$ cat src/rtl/div_pkg.sv
// Shared types and default widths for the sequential restoring divider.
package div_pkg;

    typedef enum logic [1:0] {
        IDLE,
        RUN,
        DONE
    } state_t;

    localparam int DIV_DW    = 16;
    localparam int DIV_VW    = 8;
    localparam int DIV_CNT_W = $clog2(DIV_DW + 1);

endpackage

$ cat src/rtl/div_step.sv
// One radix-2 restoring division step: shift in a dividend bit, subtract the divisor if it fits.
module div_step
    import div_pkg::*;
#(
    parameter int VW = DIV_VW
) (
    input  logic [VW:0]   pr_in,
    input  logic          din,
    input  logic [VW-1:0] divisor,
    output logic [VW:0]   pr_out,
    output logic          q_bit
);

    logic [VW:0] shifted;
    logic        fits;

    // A set pr_in MSB means the true shifted value exceeds any VW-bit divisor.
    assign shifted = {pr_in[VW-1:0], din};
    assign fits    = pr_in[VW] | (shifted >= {1'b0, divisor});
    assign pr_out  = fits ? (shifted - {1'b0, divisor}) : shifted;
    assign q_bit   = fits;

endmodule

$ cat src/rtl/seq_divider.sv
// Iterative 16/8 restoring divider with start/done handshake.
// Define APPROX_DIV_EN to skip the low TRUNC_BITS quotient bits (remainder forced to zero).
module seq_divider
    import div_pkg::*;
#(
    parameter int DW         = DIV_DW,
    parameter int VW         = DIV_VW,
    parameter int TRUNC_BITS = 3
) (
    input  logic          clk,
    input  logic          rst,
    input  logic          start,
    input  logic [DW-1:0] dividend,
    input  logic [VW-1:0] divisor,
    output logic          busy,
    output logic          done,
    output logic [DW-1:0] quotient,
    output logic [VW-1:0] remainder,
    output logic          dbz
);

`ifdef APPROX_DIV_EN
    localparam int ITER = DW - TRUNC_BITS;
`else
    localparam int ITER = DW;
`endif
    localparam int CW = $clog2(DW + 1);

    state_t          state, state_nxt;
    logic            accept;
    logic [CW-1:0]   cnt;
    logic [DW-1:0]   dvd_sh;
    logic [DW-2:0]   q_sh;
    logic [VW:0]     pr;
    logic [VW-1:0]   dvs;
    logic            zero;
    logic [VW:0]     pr_nxt;
    logic            q_bit;
    logic [DW-1:0]   q_final;
    logic [VW-1:0]   r_final;

    div_step #(.VW(VW)) u_step (
        .pr_in   (pr),
        .din     (dvd_sh[DW-1]),
        .divisor (dvs),
        .pr_out  (pr_nxt),
        .q_bit   (q_bit)
    );

`ifdef APPROX_DIV_EN
    assign q_final = {q_sh, q_bit} << TRUNC_BITS;
    assign r_final = '0;
`else
    assign q_final = {q_sh, q_bit};
    assign r_final = pr_nxt[VW-1:0];
`endif

    assign busy = (state != IDLE);

    always_comb begin
        state_nxt = state;
        accept    = 1'b0;
        case (state)
            IDLE: begin
                if (start) begin
                    accept = 1'b1;
                    if (divisor == '0 || ITER <= 1)
                        state_nxt = DONE;
                    else
                        state_nxt = RUN;
                end
            end
            RUN:     if (cnt == CW'(2)) state_nxt = DONE;
            DONE:    state_nxt = IDLE;
            default: state_nxt = IDLE;
        endcase
    end

    always_ff @(posedge clk) begin
        if (rst) begin
            state     <= IDLE;
            done      <= 1'b0;
            dbz       <= 1'b0;
            quotient  <= '0;
            remainder <= '0;
        end else begin
            state <= state_nxt;
            done  <= (state == DONE);
            if (accept)
                dbz <= 1'b0;
            // DONE performs the last step and registers the result in one edge
            if (state == DONE) begin
                dbz       <= zero;
                quotient  <= zero ? '1 : q_final;
                remainder <= zero ? dvd_sh[VW-1:0] : r_final;
            end
        end
    end

    always_ff @(posedge clk) begin
        if (accept) begin
            dvd_sh <= dividend;
            dvs    <= divisor;
            zero   <= (divisor == '0);
            pr     <= '0;
            q_sh   <= '0;
            cnt    <= CW'(ITER);
        end else if (state == RUN) begin
            dvd_sh <= dvd_sh << 1;
            pr     <= pr_nxt;
            q_sh   <= {q_sh[DW-3:0], q_bit};
            cnt    <= cnt - CW'(1);
        end
    end

endmodule

$ cat config.mk
export PLATFORM = sky130hd
export DESIGN_NAME = seq_divider
export DESIGN_NICKNAME = d
export VERILOG_FILES = /design/src/rtl/div_pkg.sv /design/src/rtl/div_step.sv /design/src/rtl/seq_divider.sv
export SDC_FILE = /design/constraint.sdc
export NUM_CORES = 1
export LEC_CHECK = 0
export CAP_MARGIN = 20
export CORE_UTILIZATION = 45
export DETAILED_ROUTE_END_ITERATION = 6
export GPL_TIMING_DRIVEN = 0
export PLACE_DENSITY_LB_ADDON = 0.05
export SYNTH_ARGS = -nofsm -noshare
export SYNTH_HDL_FRONTEND = slang
export SYNTH_HIERARCHICAL = 1
export SYNTH_SLANG_ARGS = --single-unit
$ cat constraint.sdc
create_clock -name clk -period 3.8 [get_ports clk]
set_input_delay 1.14 -clock clk [delete_from_list [all_inputs] [get_ports clk]]
set_output_delay 1.14 -clock clk [all_outputs]
set_load 0.03 [all_outputs]
==> impl_metrics.env, run 1 <==
export IMPL_gr_total_overflow=0
export IMPL_r2r_cells=10
export IMPL_skew_ps=16.5
export IMPL_layout_setup_ws_ps=998
export IMPL_finalCriticalPeriod_ps=2800
export IMPL_drtPass1Iterations=4
export IMPL_coreArea_um2=7850
export IMPL_syn_to_final_growth_pct=23.3
export IMPL_synth_nets=448
export IMPL_min_from="q_sh[0]$_SDFFE_PP0P_"
export IMPL_cts_made_buffers=9
export IMPL_rrSetupSlack_ps=1030
export IMPL_drive_above_1_share_pct=10.2
export IMPL_fin_crit_sh_pct=73.7
export IMPL_power_leakage_nw=1.76
export IMPL_drc=0
export IMPL_yosysTopAreaCell="dfxtp_1"
export IMPL_rows=32
export IMPL_htree_levels=3
export IMPL_final_instance_count_excl_fill=581
export IMPL_antenna_found_initial=0
export IMPL_clock_sinks=82
export IMPL_synth_yosys_seq_area_share_pct=51.1
export IMPL_criticalPathCategory="primary input to flop"
export IMPL_routed_via_density=5.07
export IMPL_totalPowerFinal_w=0.00288
export IMPL_synthArstFlopShare_pct=0
export IMPL_path_clk_slew_ps=80
export IMPL_synthTopCellsByCount="nand2_1 (101), dfxtp_1 (57), nor2_1 (35)"
export IMPL_start_kind="primary input"
export IMPL_vias=2945
export IMPL_syn_area_um2=3700
export IMPL_clock_root_buffer="clkbuf_8"
export IMPL_dieArea_um2=8590
export IMPL_grt_usage_pct=20.2
export IMPL_grt_setup_unrepaired="no"
export IMPL_synth_most_common_cell="nand2_1"
export IMPL_hold_class="flop to flop"
export IMPL_status="finished, final reports clean"
export IMPL_cap_violations=0
export IMPL_insertion_delay_ps=360
export IMPL_hpwl_mm=5.94
export IMPL_wl_per_cell_um=13.6
export IMPL_initial_utilization_pct=47.1
export IMPL_r2r_start="dvd_sh[15]$_DFFE_PP_"
export IMPL_cts_tree="done"
export IMPL_worstPathMaxFanout=16
export IMPL_io_buffers=53
export IMPL_cts_setup_buffers=0
export IMPL_peakVddDrop_mv=0.298
export IMPL_ys_ff_latch=82
export IMPL_end_kind="flop"
export IMPL_place_inst=565
export IMPL_grt_max_degree=19
export IMPL_pre_cts_slack_ps=599
export IMPL_fp_dieH_um=92.7
export IMPL_hold_buffers=0
export IMPL_num_antenna_cells=0
export IMPL_synth_top_area_share_pct=30.8
export IMPL_gp_congestion=0.817
export IMPL_wl_mm=7.92
export IMPL_worstMarginPinSlew_ps=662
export IMPL_worst_hold_path_num_cells=2
export IMPL_r2r_end="remainder[6]$_SDFFE_PP0P_"
export IMPL_whs_ps=470
export IMPL_grt_pass1_wl_mm=13.4
export IMPL_clockBufferDepth=2
export IMPL_fmax_ghz=0.357
export IMPL_cp_data_arrival_time_ps=2790
export IMPL_holdPathEnd="q_sh[1]$_SDFFE_PP0P_"
export IMPL_yosysWarningCount=6
export IMPL_maxSlewHeadroom_pct=55.7
export IMPL_synthCells=410
export IMPL_hold_viol=0
export IMPL_grt_pass1_vias=2775
export IMPL_synth_main_ff_cell="dfxtp_1"
export IMPL_finalSetupViolations=0
export IMPL_critPathRequiredTime_ps=3790
export IMPL_antenna_left=0
export IMPL_ctsResizeCount=0
export IMPL_synth_edf_count=25
export IMPL_fin_setup_tns_ps=0
export IMPL_synthTopCellsByArea="dfxtp_1 (31%), edfxtp_1 (20%), nand2_1 (10%)"
export IMPL_first_iter_violations=145
export IMPL_fin_nets=512
export IMPL_die_x_um=92.7
export IMPL_avgSynthCellArea_um2=9.02
export IMPL_p_per_area_nw_per_um2=632
export IMPL_finalMaxSlewViolations=0
export IMPL_yosys_cell_types_count=44
export IMPL_ios=54
-- metrics by stage --
| step | utilization (%) | instance area (um^2) |
|---|---|---|
| 2_1_floorplan | - | 3700 |
| 3_3_place_gp | 55.5 | 4360 |
| 3_5_place_dp | 55.5 | 4360 |
| 4_1_cts | 58.1 | 4560 |
| 5_1_grt | 58.1 | 4560 |
| 6_report | 58.1 | 4560 |
-- final cells by class --
cell class | count | area [um^2]
Tap cell | 102 | 128
Inverter | 16 | 60.1
Clock inverter | 5 | 41.3
Fill cell | 735 | 3290
Buffer | 25 | 170
Timing Repair Buffer | 53 | 531
Sequential cell | 82 | 1890
Clock buffer | 11 | 163
Multi-Input combinational cell | 287 | 1580
-- worst max-delay path, cell delays in order --
cell,delay (ps)
clkdlybuf4s50_1,470
or3b_4,390
buf_6,160
buf_6,140
nand2_1,490
-- registers in the layout, summed over array words and instances, names as in the netlist, 2 cells and up --
register and flops:
remainder 8, dvs 8, pr 9, quotient 16, cnt 5, state 2, q_sh 15, dvd_sh 16
-- layer usage --
| layer | track usage (%) | wire [um] |
|---|---|---|
| met3 | 4.52 | 261 |
| met5 | 0 | 0 |
| met4 | 6.79 | 108 |
| met1 | 26.1 | 3730 |
| met2 | 33.5 | 3830 |
-- worst max-delay path by stage --
stage                                     from                         to  slack [ps]  cells past startpoint
after floorplan                          start    dvd_sh[0]$_SDFFCE_PN0P_        1290                      4
after global placement                   start       dvd_sh[12]$_DFFE_PP_         610                      5
after detailed placement                 start       dvd_sh[13]$_DFFE_PP_         600                      5
after CTS                                start       dvd_sh[10]$_DFFE_PP_         980                      5
after global routing      dvd_sh[15]$_DFFE_PP_  remainder[6]$_SDFFE_PP0P_         880                     10
final                                    start       dvd_sh[11]$_DFFE_PP_        1000                      5
-- cell families (layout without fill, tap and decap cells) --
group	after synthesis	after routing	share of synthesized area, %
fa+ha+maj	11	11	3.92
simple gates	200	200	23.8
xor+xnor	5	5	1.18
flops	82	82	51.1
mux	12	12	3.52
buf+inv	41	110	6.22
compound gates	59	59	10.2
-- where the power goes --
group | switching [W] | internal [W]
combinational | 0.000609 | 0.000450
clock | 0.000330 | 0.000303
sequential | 0.000103 | 0.00109
-- placed cells by master (no fill, tap or decap), types with 2 or more instances in the layout --
cell             synthesis  final
a211oi_1                12     12
a21oi_1                 30     30
and2_1                   2      2
and2b_2                  2      2
buf_2                   10     10
buf_4                    5      5
buf_6                    6      6
clkbuf_1                 4      4
clkbuf_8                 0     10
clkdlybuf4s50_1          0     53
clkinv_4                 0      2
dfxtp_1                 57     57
edfxtp_1                25     25
ha_1                    10     10
inv_1                   15     15
inv_6                    0      2
mux2_4                   2      2
mux2i_1                 10     10
nand2_1                101    101
nand2b_1                 5      5
nand3_1                  6      6
nand4_1                  2      2
nor2_1                  35     35
nor3_1                  34     34
nor4_1                   4      4
o21ai_0                  6      6
o31ai_1                  3      3
xnor2_1                  3      3
xor2_1                   2      2
Note: power is estimated with default switching activity, not from simulation.
==> inputs of run 2 (changes only) <==
==> constraint.sdc (replaced) <==
create_clock -name clk -period 2.7 [get_ports clk]
set_input_delay 0.81 -clock clk [delete_from_list [all_inputs] [get_ports clk]]
set_output_delay 0.81 -clock clk [all_outputs]
set_load 0.03 [all_outputs]
==> run 2 against run 1 <==
Against the previous run: final cell count increased by 0.17%; combinational power grew 44%; clock skew is 2.3 ps lower; register-to-register slack worse by 890 ps; sequential share of layout area down 0.25 points; utilization increased by 0.35 points; non-clock buffer count grew 1; largest power group unchanged.
==> impl_metrics.env, run 2 (same netlist as run 1, synthesis figures left out) <==
export IMPL_first_iter_violations=136
export IMPL_fp_dieH_um=92.7
export IMPL_whs_ps=469
export IMPL_r2r_end="remainder[6]$_SDFFE_PP0P_"
export IMPL_dieArea_um2=8590
export IMPL_finalSetupViolations=0
export IMPL_initial_utilization_pct=47.1
export IMPL_fin_util_pct=58.5
export IMPL_gp_congestion=0.817
export IMPL_cap_violations=0
export IMPL_grt_max_degree=19
export IMPL_final_common_cell="nand2_1"
export IMPL_fin_crit_sh_pct=94.7
export IMPL_top_regs="dvd_sh x16, quotient x16, q_sh x15"
export IMPL_most_common_layout_cells="nand2_1 (101), dfxtp_1 (57), clkdlybuf4s50_1 (53)"
export IMPL_gr_total_overflow=0
export IMPL_vias=2970
export IMPL_grt_usage_pct=20.2
export IMPL_min_from="pr[8]$_SDFFE_PP0P_"
export IMPL_cp_data_arrival_time_ps=2820
export IMPL_clockBufferDepth=2
export IMPL_criticalPathCategory="flop to flop"
export IMPL_finalCriticalPeriod_ps=2560
export IMPL_fin_nets=513
export IMPL_insertion_delay_ps=350
export IMPL_io_buffers=53
export IMPL_coreArea_um2=7850
export IMPL_power_leakage_nw=1.78
export IMPL_status="finished, final reports clean"
export IMPL_skew_ps=14.2
export IMPL_ios=54
export IMPL_peakVddDrop_mv=0.418
export IMPL_final_instance_count_excl_fill=582
export IMPL_htree_levels=3
export IMPL_syn_to_final_growth_pct=24.0
export IMPL_r2r_cells=10
export IMPL_routed_via_density=5.10
export IMPL_p_per_area_nw_per_um2=890
export IMPL_wl_per_cell_um=13.7
export IMPL_worstMarginPinSlew_ps=675
export IMPL_fmax_ghz=0.391
export IMPL_rrSetupSlack_ps=140
export IMPL_fillers=729
export IMPL_end_kind="flop"
export IMPL_cts_made_buffers=9
export IMPL_wl_mm=7.95
export IMPL_antenna_found_initial=0
export IMPL_holdPathEnd="pr[8]$_SDFFE_PP0P_"
export IMPL_worstPathMaxFanout=3
export IMPL_grt_pass1_vias=2779
export IMPL_drtPass1Iterations=4
export IMPL_drc=0
export IMPL_worst_hold_path_num_cells=2
export IMPL_totalPowerFinal_w=0.00409
export IMPL_die_x_um=92.7
export IMPL_hold_viol=0
export IMPL_path_clk_slew_ps=80
export IMPL_critPathRequiredTime_ps=2970
export IMPL_cts_tree="done"
export IMPL_drive_above_1_share_pct=11.3
export IMPL_grt_pass1_wl_mm=13.4
export IMPL_finalMaxSlewViolations=0
export IMPL_rows=32
export IMPL_hold_class="flop to flop"
export IMPL_antenna_left=0
export IMPL_place_inst=565
export IMPL_grt_setup_unrepaired="no"
export IMPL_clock_root_buffer="clkbuf_8"
export IMPL_clock_sinks=82
export IMPL_fin_setup_tns_ps=0
export IMPL_r2r_start="dvd_sh[15]$_DFFE_PP_"
export IMPL_num_antenna_cells=0
export IMPL_maxSlewHeadroom_pct=54.9
export IMPL_start_kind="flop"
export IMPL_hpwl_mm=5.94
[run 2: area by class of cell]
type	count	area, um^2	share of cell area, %
flip-flops and latches	82	1890	41.2
plain buffers	25	170	3.71
multi-input cells	287	1600	34.8
clock inverters	5	41.3	0.900
inverters	16	60.1	1.31
clock buffers	11	163	3.54
repair buffers	54	538	11.7
well taps	102	128	2.78
[run 2: per-stage QoR]
step           setup WS, ps  instance area, um^2
2_1_floorplan           469                 3700
3_3_place_gp           -157                 4360
3_5_place_dp           -171                 4360
4_1_cts                52.1                 4570
5_1_grt                24.4                 4590
6_report                144                 4590
[run 2: how the worst max path moves through the flow]
stage | start | endpoint | slack, ps | cells after the start
after floorplan | dvs[0]$_DFFE_PP_ | remainder[6]$_SDFFE_PP0P_ | 470 | 9
after global placement | start | dvd_sh[12]$_DFFE_PP_ | -160 | 5
after detailed placement | start | dvd_sh[13]$_DFFE_PP_ | -170 | 5
after CTS | dvd_sh[15]$_DFFE_PP_ | remainder[6]$_SDFFE_PP0P_ | 50 | 10
after global routing | dvd_sh[15]$_DFFE_PP_ | remainder[6]$_SDFFE_PP0P_ | 20 | 10
final | dvd_sh[15]$_DFFE_PP_ | remainder[6]$_SDFFE_PP0P_ | 140 | 10
[run 2: metal layers]
layer	global-route usage (%)	up-vias	share of wire, %
li1	-	1517	-
met1	26.1	1384	47
met2	33.6	58	48
met3	4.52	11	3.0
met4	6.79	0	1.4
met5	0	-	0
[run 2: critical path, cell delays in order, from the launching register on]
cell and delay [ps]:
edfxtp_1 390, inv_1 60, ha_1 200, fa_2 360
nand2b_4 160, a211oi_2 280, o21ai_0 140, nor3b_1 160
o31ai_2 360, mux2i_1 140, a211oi_1 230
[run 2: timing repair]
action,4_1_cts,5_1_grt
gates cloned,0,0
pin swaps,0,2
buffers inserted,0,1
gates resized for setup,1,3
hold buffers,0,0
endpoints found under the setup margin,1,1
[run 2: report_power, final]
part	leakage [nW]	switching [W]	internal [W]
sequential	0.709	0.000145	0.00153
combinational	0.963	0.000874	0.000651
clock	0.106	0.000462	0.000426
total	1.78	0.00148	0.00261
==> inputs of run 3 (changes only) <==
--- a/config.mk
+++ b/config.mk
@@ -7,7 +7,9 @@
 export LEC_CHECK = 0
 export CAP_MARGIN = 20
 export CORE_UTILIZATION = 45
+export CTS_BUF_LIST = sky130_fd_sc_hd__clkbuf_4
 export DETAILED_ROUTE_END_ITERATION = 6
+export GPL_ROUTABILITY_DRIVEN = 1
 export GPL_TIMING_DRIVEN = 0
 export PLACE_DENSITY_LB_ADDON = 0.05
 export SYNTH_ARGS = -nofsm -noshare
==> run 3 against run 2 <==
Against the previous run: final cell count is the same; first-iteration DRC count shrank 16%; hold slack gained 7.4 ps; routed wire length grew 0.39%; design area shrank 1.3%.
==> impl_metrics.env, run 3 (same netlist as run 1, synthesis figures left out) <==
export IMPL_status="finished, final reports clean"
export IMPL_gr_total_overflow=0
export IMPL_drtPass1Iterations=4
export IMPL_grt_max_degree=19
export IMPL_crit_path_top_delay_cell="edfxtp_1"
export IMPL_skew_ps=27.4
export IMPL_criticalPathCategory="flop to flop"
export IMPL_final_area_um2=4530
export IMPL_finalSetupViolations=0
export IMPL_rows=32
export IMPL_layout_setup_ws_ps=152
export IMPL_grt_usage_pct=20.1
export IMPL_drive_above_1_share_pct=11.0
export IMPL_antenna_found_initial=0
export IMPL_clockBufferDepth=2
export IMPL_hpwl_mm=5.94
export IMPL_start_kind="flop"
export IMPL_cts_tree="done"
export IMPL_finalMaxSlewViolations=0
export IMPL_top_regs="dvd_sh x16, quotient x16, q_sh x15"
export IMPL_hold_buffers=0
export IMPL_rrSetupSlack_ps=150
export IMPL_dieArea_um2=8590
export IMPL_fp_dieH_um=92.7
export IMPL_fin_nets=513
export IMPL_ios=54
export IMPL_crit_cells=10
export IMPL_coreArea_um2=7850
export IMPL_antenna_left=0
export IMPL_finalCriticalPeriod_ps=2550
export IMPL_cap_violations=0
export IMPL_gp_congestion=0.817
export IMPL_startpoint="dvd_sh[15]$_DFFE_PP_"
export IMPL_htree_levels=3
export IMPL_p_per_area_nw_per_um2=869
export IMPL_die_x_um=92.7
export IMPL_cp_endpoint="remainder[6]$_SDFFE_PP0P_"
export IMPL_end_kind="flop"
export IMPL_final_common_cell="nand2_1"
export IMPL_num_antenna_cells=0
export IMPL_cts_made_buffers=9
export IMPL_power_leakage_nw=1.75
export IMPL_fmax_ghz=0.392
export IMPL_wl_mm=7.98
export IMPL_hold_class="flop to flop"
export IMPL_routed_via_density=5.06
export IMPL_clock_root_buffer="clkbuf_4"
export IMPL_insertion_delay_ps=440
export IMPL_wl_per_cell_um=13.7
export IMPL_vias=2944
export IMPL_crit_buf_inv=1
export IMPL_critPathRequiredTime_ps=3050
export IMPL_fin_setup_tns_ps=0
export IMPL_cp_data_arrival_time_ps=2900
export IMPL_worstMarginPinSlew_ps=662
export IMPL_clock_sinks=82
export IMPL_io_buffers=53
export IMPL_syn_to_final_growth_pct=22.4
export IMPL_first_iter_violations=114
export IMPL_r2r_start="dvd_sh[15]$_DFFE_PP_"
export IMPL_cp_slowest_stage_delay_ps=410
export IMPL_postPlaceCellArea_um2=4360
export IMPL_pre_cts_slack_ps=-171
export IMPL_grt_pass1_wl_mm=13.3
export IMPL_r2r_end="remainder[6]$_SDFFE_PP0P_"
export IMPL_crit_family="compound AO/OA/AOI/OAI gates"
export IMPL_most_common_layout_cells="nand2_1 (101), dfxtp_1 (57), clkdlybuf4s50_1 (53)"
export IMPL_fin_crit_sh_pct=94.4
export IMPL_initial_utilization_pct=47.1
export IMPL_worstPathMaxFanout=3
export IMPL_path_cells="inv_1 -> ha_1 -> fa_2 -> nand2b_4 -> a211oi_2 -> o21ai_0 -> nor3b_1 -> o31ai_2 -> mux2i_1 -> a211oi_1"
export IMPL_maxSlewHeadroom_pct=55.7
export IMPL_peakVddDrop_mv=0.468
export IMPL_hold_viol=0
export IMPL_grt_pass1_vias=2776
export IMPL_grt_setup_unrepaired="no"
export IMPL_r2r_cells=10
export IMPL_path_clk_slew_ps=130
export IMPL_drc=0
export IMPL_min_from="q_sh[0]$_SDFFE_PP0P_"
run 3: tightest hold or removal path, stage by stage (launching register included):
cell	delay, ps
dfxtp_1	350
nand2_1	50
a21oi_1	50
run 3: layout make-up:
| cell class | instances | area (um^2) |
|---|---|---|
| buffer | 25 | 170 |
| clock buffer | 9 | 67.6 |
| clock inverter | 7 | 75.1 |
| fill | 739 | 3320 |
| inverter | 16 | 60.1 |
| multi-input combinational | 287 | 1600 |
| sequential | 82 | 1890 |
| tap | 102 | 128 |
| timing repair buffer | 54 | 538 |
run 3: how the worst min path moves through the flow:
| stage | to | depth (start not counted) | slack (ps) |
|---|---|---|---|
| 5_1_grt | q_sh[4]$_SDFFE_PP0P_ | 2 | 490 |
| 6_report | q_sh[1]$_SDFFE_PP0P_ | 2 | 480 |
| 3_3_place_gp | pr[8]$_SDFFE_PP0P_ | 2 | 450 |
| 4_1_cts | q_sh[4]$_SDFFE_PP0P_ | 2 | 480 |
| 2_1_floorplan | pr[8]$_SDFFE_PP0P_ | 2 | 430 |
| 3_5_place_dp | pr[8]$_SDFFE_PP0P_ | 2 | 460 |
run 3: metrics by stage:
stage / utilization (%) / hold WS (ps) / total power [W] / instances
global placement: 55.5 / 452 / 0.00317 / 565
global route: 57.7 / 490 / 0.00422 / 582
detailed placement: 55.5 / 460 / 0.00321 / 565
floorplan: - / 433 / 0.00278 / 410
finish: 57.7 / 477 / 0.00393 / 582
CTS: 57.4 / 480 / 0.00394 / 581
run 3: timing repair:
item / 4_1_cts / 5_1_grt
pin swaps: 0 / 2
gates cloned: 0 / 0
gates resized for setup: 1 / 3
setup endpoints to repair: 1 / 1
buffers inserted: 0 / 1
run 3: metal layers:
metal  wire length (um)  track usage (%)
met1               3720             25.8
met2               3860             33.8
met3                329             5.01
met4                 74             5.26
met5                  0                0
run 3: power breakdown:
part | total [W] | internal [W] | leakage (nW) | switching (W)
Clock | 0.000736 | 0.000290 | 0.0789 | 0.000446
Combinational | 0.00152 | 0.000651 | 0.963 | 0.000873
Sequential | 0.00167 | 0.00153 | 0.709 | 0.000145
Total | 0.00393 | 0.00247 | 1.75 | 0.00146
